$ cat src/rtl/stopwatch_timer_if.sv
// rtl/stopwatch_timer_if.sv - controller/display side bundle of the stopwatch timekeeping datapath
//
// master: controller/display side (drives enable_count, status, lap; observes time outputs)
// slave : stopwatch_timer (consumes controls, drives time_bcd, sec_tick, rollover, lap_bcd, lap_valid)
interface stopwatch_timer_if;
    logic        enable_count;
    logic [1:0]  status;
    logic        lap;
    logic [15:0] time_bcd;
    logic        sec_tick;
    logic        rollover;
    logic [15:0] lap_bcd;
    logic        lap_valid;

    modport master (
        output enable_count, status, lap,
        input  time_bcd, sec_tick, rollover, lap_bcd, lap_valid
    );

    modport slave (
        input  enable_count, status, lap,
        output time_bcd, sec_tick, rollover, lap_bcd, lap_valid
    );
endinterface

$ cat src/rtl/stopwatch_timer.sv
// rtl/stopwatch_timer.sv - MM:SS BCD stopwatch timekeeping datapath with 1 s prescaler
//
// Optional feature macro: STOPWATCH_LAP_EN (lap capture register).
// Ports:
//   clk          system clock, rising edge
//   rst_n        synchronous active-low reset
//   sw (slave)   enable_count/status/lap in; time_bcd, sec_tick, rollover,
//                lap_bcd, lap_valid out (all registered)
// Parameter:
//   TICK_DIV     clk cycles per one-second tick (>= 2)
module stopwatch_timer #(
    parameter int TICK_DIV = 50_000_000
) (
    input  logic              clk,
    input  logic              rst_n,
    stopwatch_timer_if.slave  sw
);

    localparam int PW = (TICK_DIV > 1) ? $clog2(TICK_DIV) : 1;
    localparam logic [PW-1:0] PRESC_MAX = PW'(TICK_DIV - 1);

    localparam logic [1:0] ST_IDLE = 2'b00;

    logic [PW-1:0] prescaler;
    logic          clear;
    logic          second_done;
    logic [15:0]   time_next;
    logic          wrap;

    assign clear       = (sw.status == ST_IDLE);
    assign second_done = sw.enable_count && (prescaler == PRESC_MAX);

    // One BCD digit step. An out-of-range digit is treated as needing a step
    // even without carry-in, so corruption self-heals to 0 with a carry.
    function automatic logic [4:0] bcd_step(input logic [3:0] d,
                                            input logic [3:0] dmax,
                                            input logic       cin);
        logic go;
        go = cin || (d > dmax);
        if (!go)
            return {1'b0, d};
        else if (d >= dmax)
            return {1'b1, 4'd0};
        else
            return {1'b0, d + 4'd1};
    endfunction

    always_comb begin
        logic [4:0] s_ones, s_tens, m_ones, m_tens;
        s_ones    = bcd_step(sw.time_bcd[3:0],   4'd9, 1'b1);
        s_tens    = bcd_step(sw.time_bcd[7:4],   4'd5, s_ones[4]);
        m_ones    = bcd_step(sw.time_bcd[11:8],  4'd9, s_tens[4]);
        m_tens    = bcd_step(sw.time_bcd[15:12], 4'd9, m_ones[4]);
        time_next = {m_tens[3:0], m_ones[3:0], s_tens[3:0], s_ones[3:0]};
        wrap      = m_tens[4];
    end

    always_ff @(posedge clk) begin
        if (!rst_n || clear) begin
            prescaler   <= '0;
            sw.time_bcd <= 16'h0000;
            sw.sec_tick <= 1'b0;
            sw.rollover <= 1'b0;
        end else begin
            sw.sec_tick <= 1'b0;
            sw.rollover <= 1'b0;
            if (sw.enable_count) begin
                if (second_done) begin
                    prescaler   <= '0;
                    sw.time_bcd <= time_next;
                    sw.sec_tick <= 1'b1;
                    sw.rollover <= wrap;
                end else begin
                    prescaler <= prescaler + PW'(1);
                end
            end
        end
    end

`ifdef STOPWATCH_LAP_EN
    // Captures the time visible this cycle, i.e. the pre-increment value
    // when a lap coincides with a tick.
    always_ff @(posedge clk) begin
        if (!rst_n || clear) begin
            sw.lap_bcd   <= 16'h0000;
            sw.lap_valid <= 1'b0;
        end else if (sw.lap) begin
            sw.lap_bcd   <= sw.time_bcd;
            sw.lap_valid <= 1'b1;
        end
    end
`else
    logic unused_lap;
    assign unused_lap   = sw.lap;
    assign sw.lap_bcd   = 16'h0000;
    assign sw.lap_valid = 1'b0;
`endif

endmodule

$ cat src/flat_wrapper.sv
// flat-port wrapper written by rule: the top's interface ports become plain ports
module stopwatch_timer_flat 
#(
    parameter int TICK_DIV = 50_000_000
)
  (clk, rst_n, sw_enable_count, sw_status, sw_lap, sw_time_bcd, sw_sec_tick, sw_rollover, sw_lap_bcd, sw_lap_valid);
  stopwatch_timer_if sw_i ();
  input  logic clk;
  input  logic rst_n;
  input wire logic [$bits(sw_i.enable_count)-1:0] sw_enable_count;
  input wire logic [$bits(sw_i.status)-1:0] sw_status;
  input wire logic [$bits(sw_i.lap)-1:0] sw_lap;
  output wire logic [$bits(sw_i.time_bcd)-1:0] sw_time_bcd;
  output wire logic [$bits(sw_i.sec_tick)-1:0] sw_sec_tick;
  output wire logic [$bits(sw_i.rollover)-1:0] sw_rollover;
  output wire logic [$bits(sw_i.lap_bcd)-1:0] sw_lap_bcd;
  output wire logic [$bits(sw_i.lap_valid)-1:0] sw_lap_valid;
  assign sw_i.enable_count = sw_enable_count;
  assign sw_i.status = sw_status;
  assign sw_i.lap = sw_lap;
  assign sw_time_bcd = sw_i.time_bcd;
  assign sw_sec_tick = sw_i.sec_tick;
  assign sw_rollover = sw_i.rollover;
  assign sw_lap_bcd = sw_i.lap_bcd;
  assign sw_lap_valid = sw_i.lap_valid;
  stopwatch_timer #(.TICK_DIV(TICK_DIV)) u_core (.clk(clk), .rst_n(rst_n), .sw(sw_i));
endmodule
$ cat config.mk
export PLATFORM = sky130hd
export DESIGN_NAME = stopwatch_timer_flat
export DESIGN_NICKNAME = d
export VERILOG_FILES = /design/src/rtl/stopwatch_timer_if.sv /design/src/rtl/stopwatch_timer.sv /design/src/flat_wrapper.sv
export SDC_FILE = /design/constraint.sdc
export NUM_CORES = 1
export LEC_CHECK = 0
export CORE_MARGIN = 2
export CORE_UTILIZATION = 32
export DETAILED_ROUTE_END_ITERATION = 8
export GPL_ROUTABILITY_DRIVEN = 0
export GPL_TIMING_DRIVEN = 0
export PLACE_DENSITY = 0.63
export RECOVER_POWER = 50
export SKIP_LAST_GASP = 1
export SLEW_MARGIN = 0
export SYNTH_ARGS = -nofsm -noshare
export SYNTH_HDL_FRONTEND = slang
export SYNTH_SLANG_ARGS = --single-unit
$ cat constraint.sdc
create_clock -name clk -period 2.46 [get_ports clk]
set_input_delay 0.246 -clock clk [delete_from_list [all_inputs] [get_ports clk]]
set_output_delay 0.246 -clock clk [all_outputs]
set_load 0.01 [all_outputs]
# Word level (Yosys, flattened, before mapping)
# Cells that the tools add are included.
# totals
word_cells,44
out_inout_bits,35
latchBits,0
ram_bits,0
n_memories,0
rom_bits,0
ff_bits,44
# classes
add_sub_neg,5
reduce_logical,13
div_mod_pow,0
multipliers,0
n_bitwise,3
muxes,8
n_shift,0
n_eq_ne,1
n_lt_le_gt_ge,7
# op_table
cell,count
$mux W5,6
$add A26 B1 Y26 const B,1
$eq A26 B26 Y1 const B,1
$mux W26,1
$add A4 B1 Y4 const B,4
$ge A4 B4 Y1 const B,3
$reduce_and A3 Y1,3
$gt A4 B4 Y1 const B,2
$ge A4 B3 Y1 const B,1
$gt A4 B3 Y1 const B,1
$logic_or A1 B1 Y1,4
$reduce_or A4 Y1,1
$not A1 Y1,3
$logic_not A2 Y1,1
$reduce_and A2 Y1,1
$reduce_or A2 Y1,1
$logic_and A1 B1 Y1,1
$logic_not A1 Y1,1
$mux W1,1

# Longest topological paths before layout
# Gate-level depths: netlist of run 1.
# depth
word_depth,9
mapped_depth,7
ltp_nobuf,7

# Least setup slack after synthesis of run 1
# Ideal clock, no wire load.
# synth_path
path_kind,reg2reg
start,register u_core.sw.time_bcd[1]
end,register u_core.sw.time_bcd[11]
required_ps,2322
setup_ps,138
path_stages_with_launch,8
path_slack_ps,442
t_arrival_ps,1881
path_cell_list,dfxtp_1 inv_1 ha_1 or3b_1 a221oi_4 a2111oi_4 a41oi_1 nor3_2
# synth_between
elab_chain_cells,6
# synth_lines
item,line_no,text
from (decl),stopwatch_timer_if.sv:22,"output time_bcd, sec_tick, rollover, lap_bcd, lap_valid"
from (signal assigned),stopwatch_timer.sv:70,sw.time_bcd <= time_next;
$ge A4 B4 Y1,stopwatch_timer.sv:42,else if (d >= dmax)
$mux W5,stopwatch_timer.sv:42,
$logic_or A1 B1 Y1,stopwatch_timer.sv:39,go = cin || (d > dmax);
$mux W5,stopwatch_timer.sv:40,if (!go)
$logic_or A1 B1 Y1,stopwatch_timer.sv:39,
$reduce_and A3 Y1 (no line),-,
# Every way passes these cells.
# A chain may end at the register's enable or synchronous reset.

# Final worst setup path of run 1
# Same ends and word-level chain as after synthesis.

==> metrics.yaml, run 1 <==
outcome:
  outcome: "complete, no violations"
synth:
  synth_area_per_cell_sq_um: 8.905
  ys_top_cells_by_area: "dfxtp_1 36%, xor2_1 6.8%, ha_1 6.7%, nor2_1 5.7%, buf_4 5.2%"
  async_flop_share_pct: 0
  yosys_warnings: 0
  synthCells: 273
  synth_top_area_cell: "dfxtp_1"
  synth_edf_count: 0
  ys_seq_area_share_pct: 36.23
  ys_types: 47
  synthesis.area_sq_um: 2431
  yosysTopAreaCellShare_pct: 36.23
  ys_seq_elements: 44
  ys_dominant_reg_cell: "dfxtp_1"
setup_path:
  worstPathRequired_ps: 2600
  crit_fanout: 7
  reg2reg_depth: 7
  cp_num_buf_inv: 1
  cp_cell_sequence: "inv_1, ha_1, or3b_1, a221oi_4, a2111oi_4, a41oi_1, nor3_2"
  cp_slowest_stage_delay_ps: 430
  cp_slowest_cell: "or3b_1"
  crit_family: "compound AO/OA/AOI/OAI gates"
  crit_cells: 7
  cp-end-kind: "flip-flop"
  path_class: "flip-flop to flip-flop"
  start_kind: "flip-flop"
  cp.arrival_ps: 2340
hold_path:
  holdPathStages: 2
  hold_class: "flip-flop to flip-flop"
placement:
  dp_hpwl_microns: 3495
  io_buffers: 22
timing:
  finalCritPeriodShare_pct: 89.49
  worstMarginPinSlew_ps: 1215
  rsz0062_at_grt: "no"
  post-route-min-period_ps: 2201
  hold_violations: 0
  max-slew-margin-rel_pct: 18.16
  fmax_mhz: 454.3
  skew_ps: 3.138
  slew_violations: 0
  fin_setup_tns_ps: 0
  setup_viol: 0
clock_tree:
  clkLatencyLatePin_ps: 290
  clk_pin_slew_worst_paths_ps: 80
  clock_tree.buffer_depth: 2
  ctsHoldBuffers: 0
  cts_tree: "built"
  cts_buffers: 5
  cts_repair_resize_count: 0
  htree_levels: 2
  cts-root-buf: "clkbuf_8"
  cts.sinks: 44
  cts_setup_buffers: 0
floorplanning:
  start_util_pct: 33.34
  die-area_sq_um: 8310
  die_h_microns: 91.16
  core_area_sq_um: 7292
  num_rows: 31
  num_io_pins: 41
  fp.dieW_microns: 91.16
drt:
  drt-total-wl_microns: 4558
  first_pass_iters: 4
  wl_per_cell_microns: 10.93
  drt_iter0_markers: 49
  via_per_inst: 4.655
  ant_nets: 0
  vias: 1941
  drc: 0
global_routing:
  antenna_found_initial: 0
  grt_pass1_wl_microns: 8086
  overflow: 0
  grt_pass1_vias: 1787
  grt_usage_pct: 11.68
  grt_max_degree: 13
cells_and_area:
  regArea_sq_um: 880.8
  final_util_pct: 39.62
  nets: 337
  area_growth_pct: 18.84
  fill_cells: 744
  multi_input_area_sq_um: 1385
  drive_above_1_share_pct: 11.32
  antenna_cells: 0
pwr:
  p_leak_nw: 1.148
  power_density_nw_per_um2: 417.6
  vdd_drop_max_mv: 0.1673
job:
  drv_cap: 0
==> cell usage after synthesis, drive strengths merged, types with 6 or more instances <==
master / count
nand3: 13
xnor2: 6
and2: 6
xor2: 19
buf: 20
nand2: 14
a21oi: 13
nand4: 15
nor2: 37
inv: 13
o21ai: 7
dfxtp: 44
ha: 13
==> through the flow <==
stage,power [mW],setup slack (ps),hold slack [ps],instances,area [sq um]
finish,1.206,258.6,492.5,417,2889
global route,1.255,67.62,519.3,417,2889
CTS,1.223,243.8,500.1,417,2913
detailed placement,0.7964,59.25,488.5,410,2835
global placement,0.7963,79.11,479.8,410,2835
floorplan,0.7806,441.7,397.9,289,2491
==> path summary, 6_finish.rpt <==
check / startpoint / end / slack (ps)
hold reg to reg: u_core.prescaler[1] / u_core.prescaler[1] / 490
setup / recovery: u_core.sw.time_bcd[1] / u_core.sw.time_bcd[11] / 260
setup reg to reg: u_core.sw.time_bcd[1] / u_core.sw.time_bcd[11] / 260
hold / removal: u_core.prescaler[1] / u_core.prescaler[1] / 490
==> area by class of cell <==
type / count / area share (%)
sequential: 44 / 30.49
inverter: 13 / 1.689
clock buffer: 6 / 2.512
buffer: 23 / 5.284
timing repair buffer: 22 / 7.622
clock inverter: 1 / 0.1732
tap: 99 / 4.288
multi-input combinational: 209 / 47.94
==> cells by family after synthesis <==
group | synth area share (%)
and+or+nand+nor | 27.79
other | 0.1543
DFF | 36.23
AOI/OAI and AO/OA | 11.37
muxes | 0.4118
xor gates and xnor gates | 9.007
adders and majority gates | 6.691
buffers and inverters | 8.337
==> cell usage in the layout, fill, tap and decap left out, types with 6 or more instances in the layout <==
master | netlist | final
a21oi_1 | 13 | 13
inv_1 | 13 | 13
nand3_1 | 11 | 12
dfxtp_1 | 44 | 44
dlygate4sd3_1 | 0 | 20
xnor2_1 | 6 | 6
ha_1 | 13 | 13
nor2_1 | 37 | 37
buf_4 | 17 | 17
and2_1 | 6 | 6
o21ai_0 | 6 | 7
xor2_1 | 19 | 19
nand2_1 | 14 | 14
nand4_1 | 15 | 15
conb_1 | 1 | 17
==> power by group <==
| part | total [mW] | switching [mW] | leakage, nW | internal, mW |
|---|---|---|---|---|
| Clock | 0.428 | 0.234 | 0.0410 | 0.193 |
| Combinational | 0.0642 | 0.0355 | 0.752 | 0.0287 |
| Sequential | 0.715 | 0.00152 | 0.354 | 0.713 |
| Total | 1.21 | 0.271 | 1.15 | 0.935 |
==> worst reg2reg max path: cells and delay by family (launching register included) <==
family | cells | cell delay, ps
AO/OA/AOI/OAI | 3 | 900
adder cells (fa/ha/maj) | 1 | 170
buffers and inverters | 1 | 80
flip-flops | 1 | 400
AND/OR/NAND/NOR | 2 | 490
==> flip-flops by register name, summed over array words and instances, names as in the netlist <==
signal / flops
u_core.sw.time_bcd: 16
u_core.prescaler: 26
u_core.sw.rollover: 1
u_core.sw.sec_tick: 1
==> routing by layer <==
metal	global-route usage, %	up-vias	wire, microns
li1	-	1011	-
met1	14.84	890	2151
met2	19.94	35	2150
met3	2.656	5	212
met4	3.030	0	44
met5	0	-	0
No activity file was read; power rests on OpenSTA's default activity.
==> inputs of run 2 (changes only) <==
Settings changed: CORE_MARGIN 2 to default.
==> metrics.yaml, run 2 (same netlist as run 1, synthesis figures left out) <==
setup_path:
  r2r_slack_ps: 240  # -20 ps
  timing.rr.start: "u_core.sw.time_bcd[1]"
  crit_start: "u_core.sw.time_bcd[1]"
  cp_slowest_cell: "or3b_1"
  worstReg2RegEnd: "u_core.sw.time_bcd[15]"
  cp.arrival_ps: 2370  # +30 ps
  start_kind: "flip-flop"
  cp-end-kind: "flip-flop"
  cp_cell_sequence: "inv_1, ha_1, or3b_1, a221oi_4, o311ai_1, a31oi_1, nor3_1"
  cp_slowest_stage_delay_ps: 440  # about the same
  reg2reg_depth: 7  # unchanged
  path_class: "flip-flop to flip-flop"
  worstPathRequired_ps: 2610  # about the same
  crit_fanout: 5  # -2
global_routing:
  gr-usage-met2_pct: 21.51  # +1.6 points
  grt_usage_pct: 12.59  # +0.91 points
  grt_busiest_layer: "met2"
  grt_pass1_vias: 1696  # -5.1%
  grt_pass1_wl_microns: 7817  # -3.3%
  antenna_found_initial: 0  # unchanged
  grt_util_met3_pct: 3.047  # +0.39 points
  use_met1_pct: 16.16  # +1.3 points
  overflow: 0  # unchanged
  grt_max_degree: 13  # unchanged
floorplanning:
  die-area_sq_um: 7950  # -4.3%
  core_area_sq_um: 7292  # unchanged
  num_io_pins: 41  # unchanged
  num_rows: 31  # unchanged
  start_util_pct: 33.34  # unchanged
  fp.dieW_microns: 89.16  # -2.2%
  die_h_microns: 89.16  # -2.2%
pwr:
  vdd_drop_max_mv: 0.1684  # +0.71%
  power_mw: 1.243  # +3.0%
  power_density_nw_per_um2: 428.7  # +2.6%
  p_leak_nw: 1.146  # -0.14%
drt:
  drt_iter0_markers: 89  # +82%
  drc: 0  # unchanged
  first_pass_iters: 4  # unchanged
  ant_nets: 0  # unchanged
  vias: 1916  # -1.3%
  wl_per_cell_microns: 10.98  # +0.46%
  via_per_inst: 4.584  # -1.5%
  drt-total-wl_microns: 4590  # +0.70%
cells_and_area:
  top_regs: "u_core.prescaler: 26 flops, u_core.sw.time_bcd: 16 flops"
  nets: 337  # unchanged
  area_growth_pct: 19.30
  layout_common_cells: "44 x dfxtp_1, 37 x nor2_1, 19 x xor2_1"
  layoutNonFillerInstCount: 418  # +0.24%
  largest_register_ffs: 26  # unchanged
  final_common_cell: "dfxtp_1"
  antenna_cells: 0  # unchanged
  drive_above_1_share_pct: 10.97  # -0.35 points
  regMostFlops: "u_core.prescaler"
  fill_cells: 747  # +0.40%
clock_tree:
  cts_tree: "built"
  cts.sinks: 44  # unchanged
  clkLatencyLatePin_ps: 290  # about the same
  cts_repair_resize_count: 0  # unchanged
  clock_tree.buffer_depth: 2  # unchanged
  cts_setup_buffers: 0  # unchanged
  cts-root-buf: "clkbuf_8"
  ctsHoldBuffers: 0  # unchanged
  clk_pin_slew_worst_paths_ps: 80  # about the same
  htree_levels: 2  # unchanged
  cts_buffers: 5  # unchanged
placement:
  dp_hpwl_microns: 3539  # +1.3%
  placedCellCount: 410  # unchanged
  dp_slack_ps: 78.08  # +18.84 ps
  io_buffers: 22  # unchanged
hold_path:
  hp-start: "u_core.prescaler[1]"
  hold_class: "flip-flop to flip-flop"
  holdPathStages: 2  # unchanged
  whs_endpoint: "u_core.prescaler[1]"
timing:
  fmax_mhz: 449.6  # -1.0%
  worst_slack_ps: 235.9  # -22.74 ps
  slew_violations: 0  # unchanged
  fin_setup_tns_ps: 0  # unchanged
  whs_ps: 495.1  # +2.640 ps
  setup_viol: 0  # unchanged
  finalCritPeriodShare_pct: 90.41  # +0.92 points
  max-slew-margin-rel_pct: 46.90  # +29 points
  skew_ps: 5.386  # +2.249 ps
  post-route-min-period_ps: 2224  # +22.74 ps
  worstMarginPinSlew_ps: 791.2  # -423.6 ps
  hold_violations: 0  # unchanged
  rsz0062_at_grt: "no"
job:
  drv_cap: 0  # unchanged
outcome:
  outcome: "complete, no violations"
run 2: cell types whose count changed in the layout (fill, tap and decap cells not counted), sizes merged:
cell           previous run  this run
dlygate4sd3              20        18
clkbuf                   10        13
buf                      19        18
clkinv                    1         0
clkdlybuf4s50             2         4
run 2: cell type report:
type / instances / area, sq um / share of cell area (%)
multi-input combinational: 209 / 1385 / 47.76
timing repair buffer: 22 / 220.2 / 7.593
clock buffer: 8 / 90.09 / 3.106
buffer: 23 / 151.4 / 5.220
tap: 99 / 123.9 / 4.271
inverter: 13 / 48.80 / 1.682
sequential: 44 / 880.8 / 30.37
run 2: worst max-delay path by stage:
| stage | to | slack, ps | depth (start not counted) |
|---|---|---|---|
| 4_1_cts | u_core.sw.time_bcd[15] | 190 | 7 |
| 5_1_grt | u_core.sw.time_bcd[15] | 40 | 7 |
| 2_1_floorplan | u_core.sw.time_bcd[11] | 440 | 7 |
| 3_5_place_dp | u_core.sw.time_bcd[11] | 80 | 7 |
| 6_report | u_core.sw.time_bcd[15] | 240 | 7 |
| 3_3_place_gp | u_core.sw.time_bcd[11] | 90 | 7 |
run 2: routing by layer:
metal	vias up	part of all wire, %
li1	1002	-
met1	878	48
met2	34	48
met3	2	3.4
met4	0	0.31
met5	-	0
run 2: worst max-delay path, delay by kind of cell, from the launching register on:
family / cells / cell delay, ps
simple gates: 2 / 490
flops: 1 / 420
fa+ha+maj: 1 / 170
buf+inv: 1 / 80
compound gates: 3 / 910
run 2: power breakdown:
| group | switching, mW | internal (mW) |
|---|---|---|
| Combinational | 0.0351 | 0.0290 |
| Clock | 0.235 | 0.229 |
| Sequential | 0.00157 | 0.713 |
run 2: stage by stage:
stage | instance area [sq um] | util [%]
after global placement | 2835 | 38.88
after CTS | 2925 | 40.12
final | 2900 | 39.77
after detailed placement | 2835 | 38.88
after global routing | 2900 | 39.77
after floorplan | 2491 | -
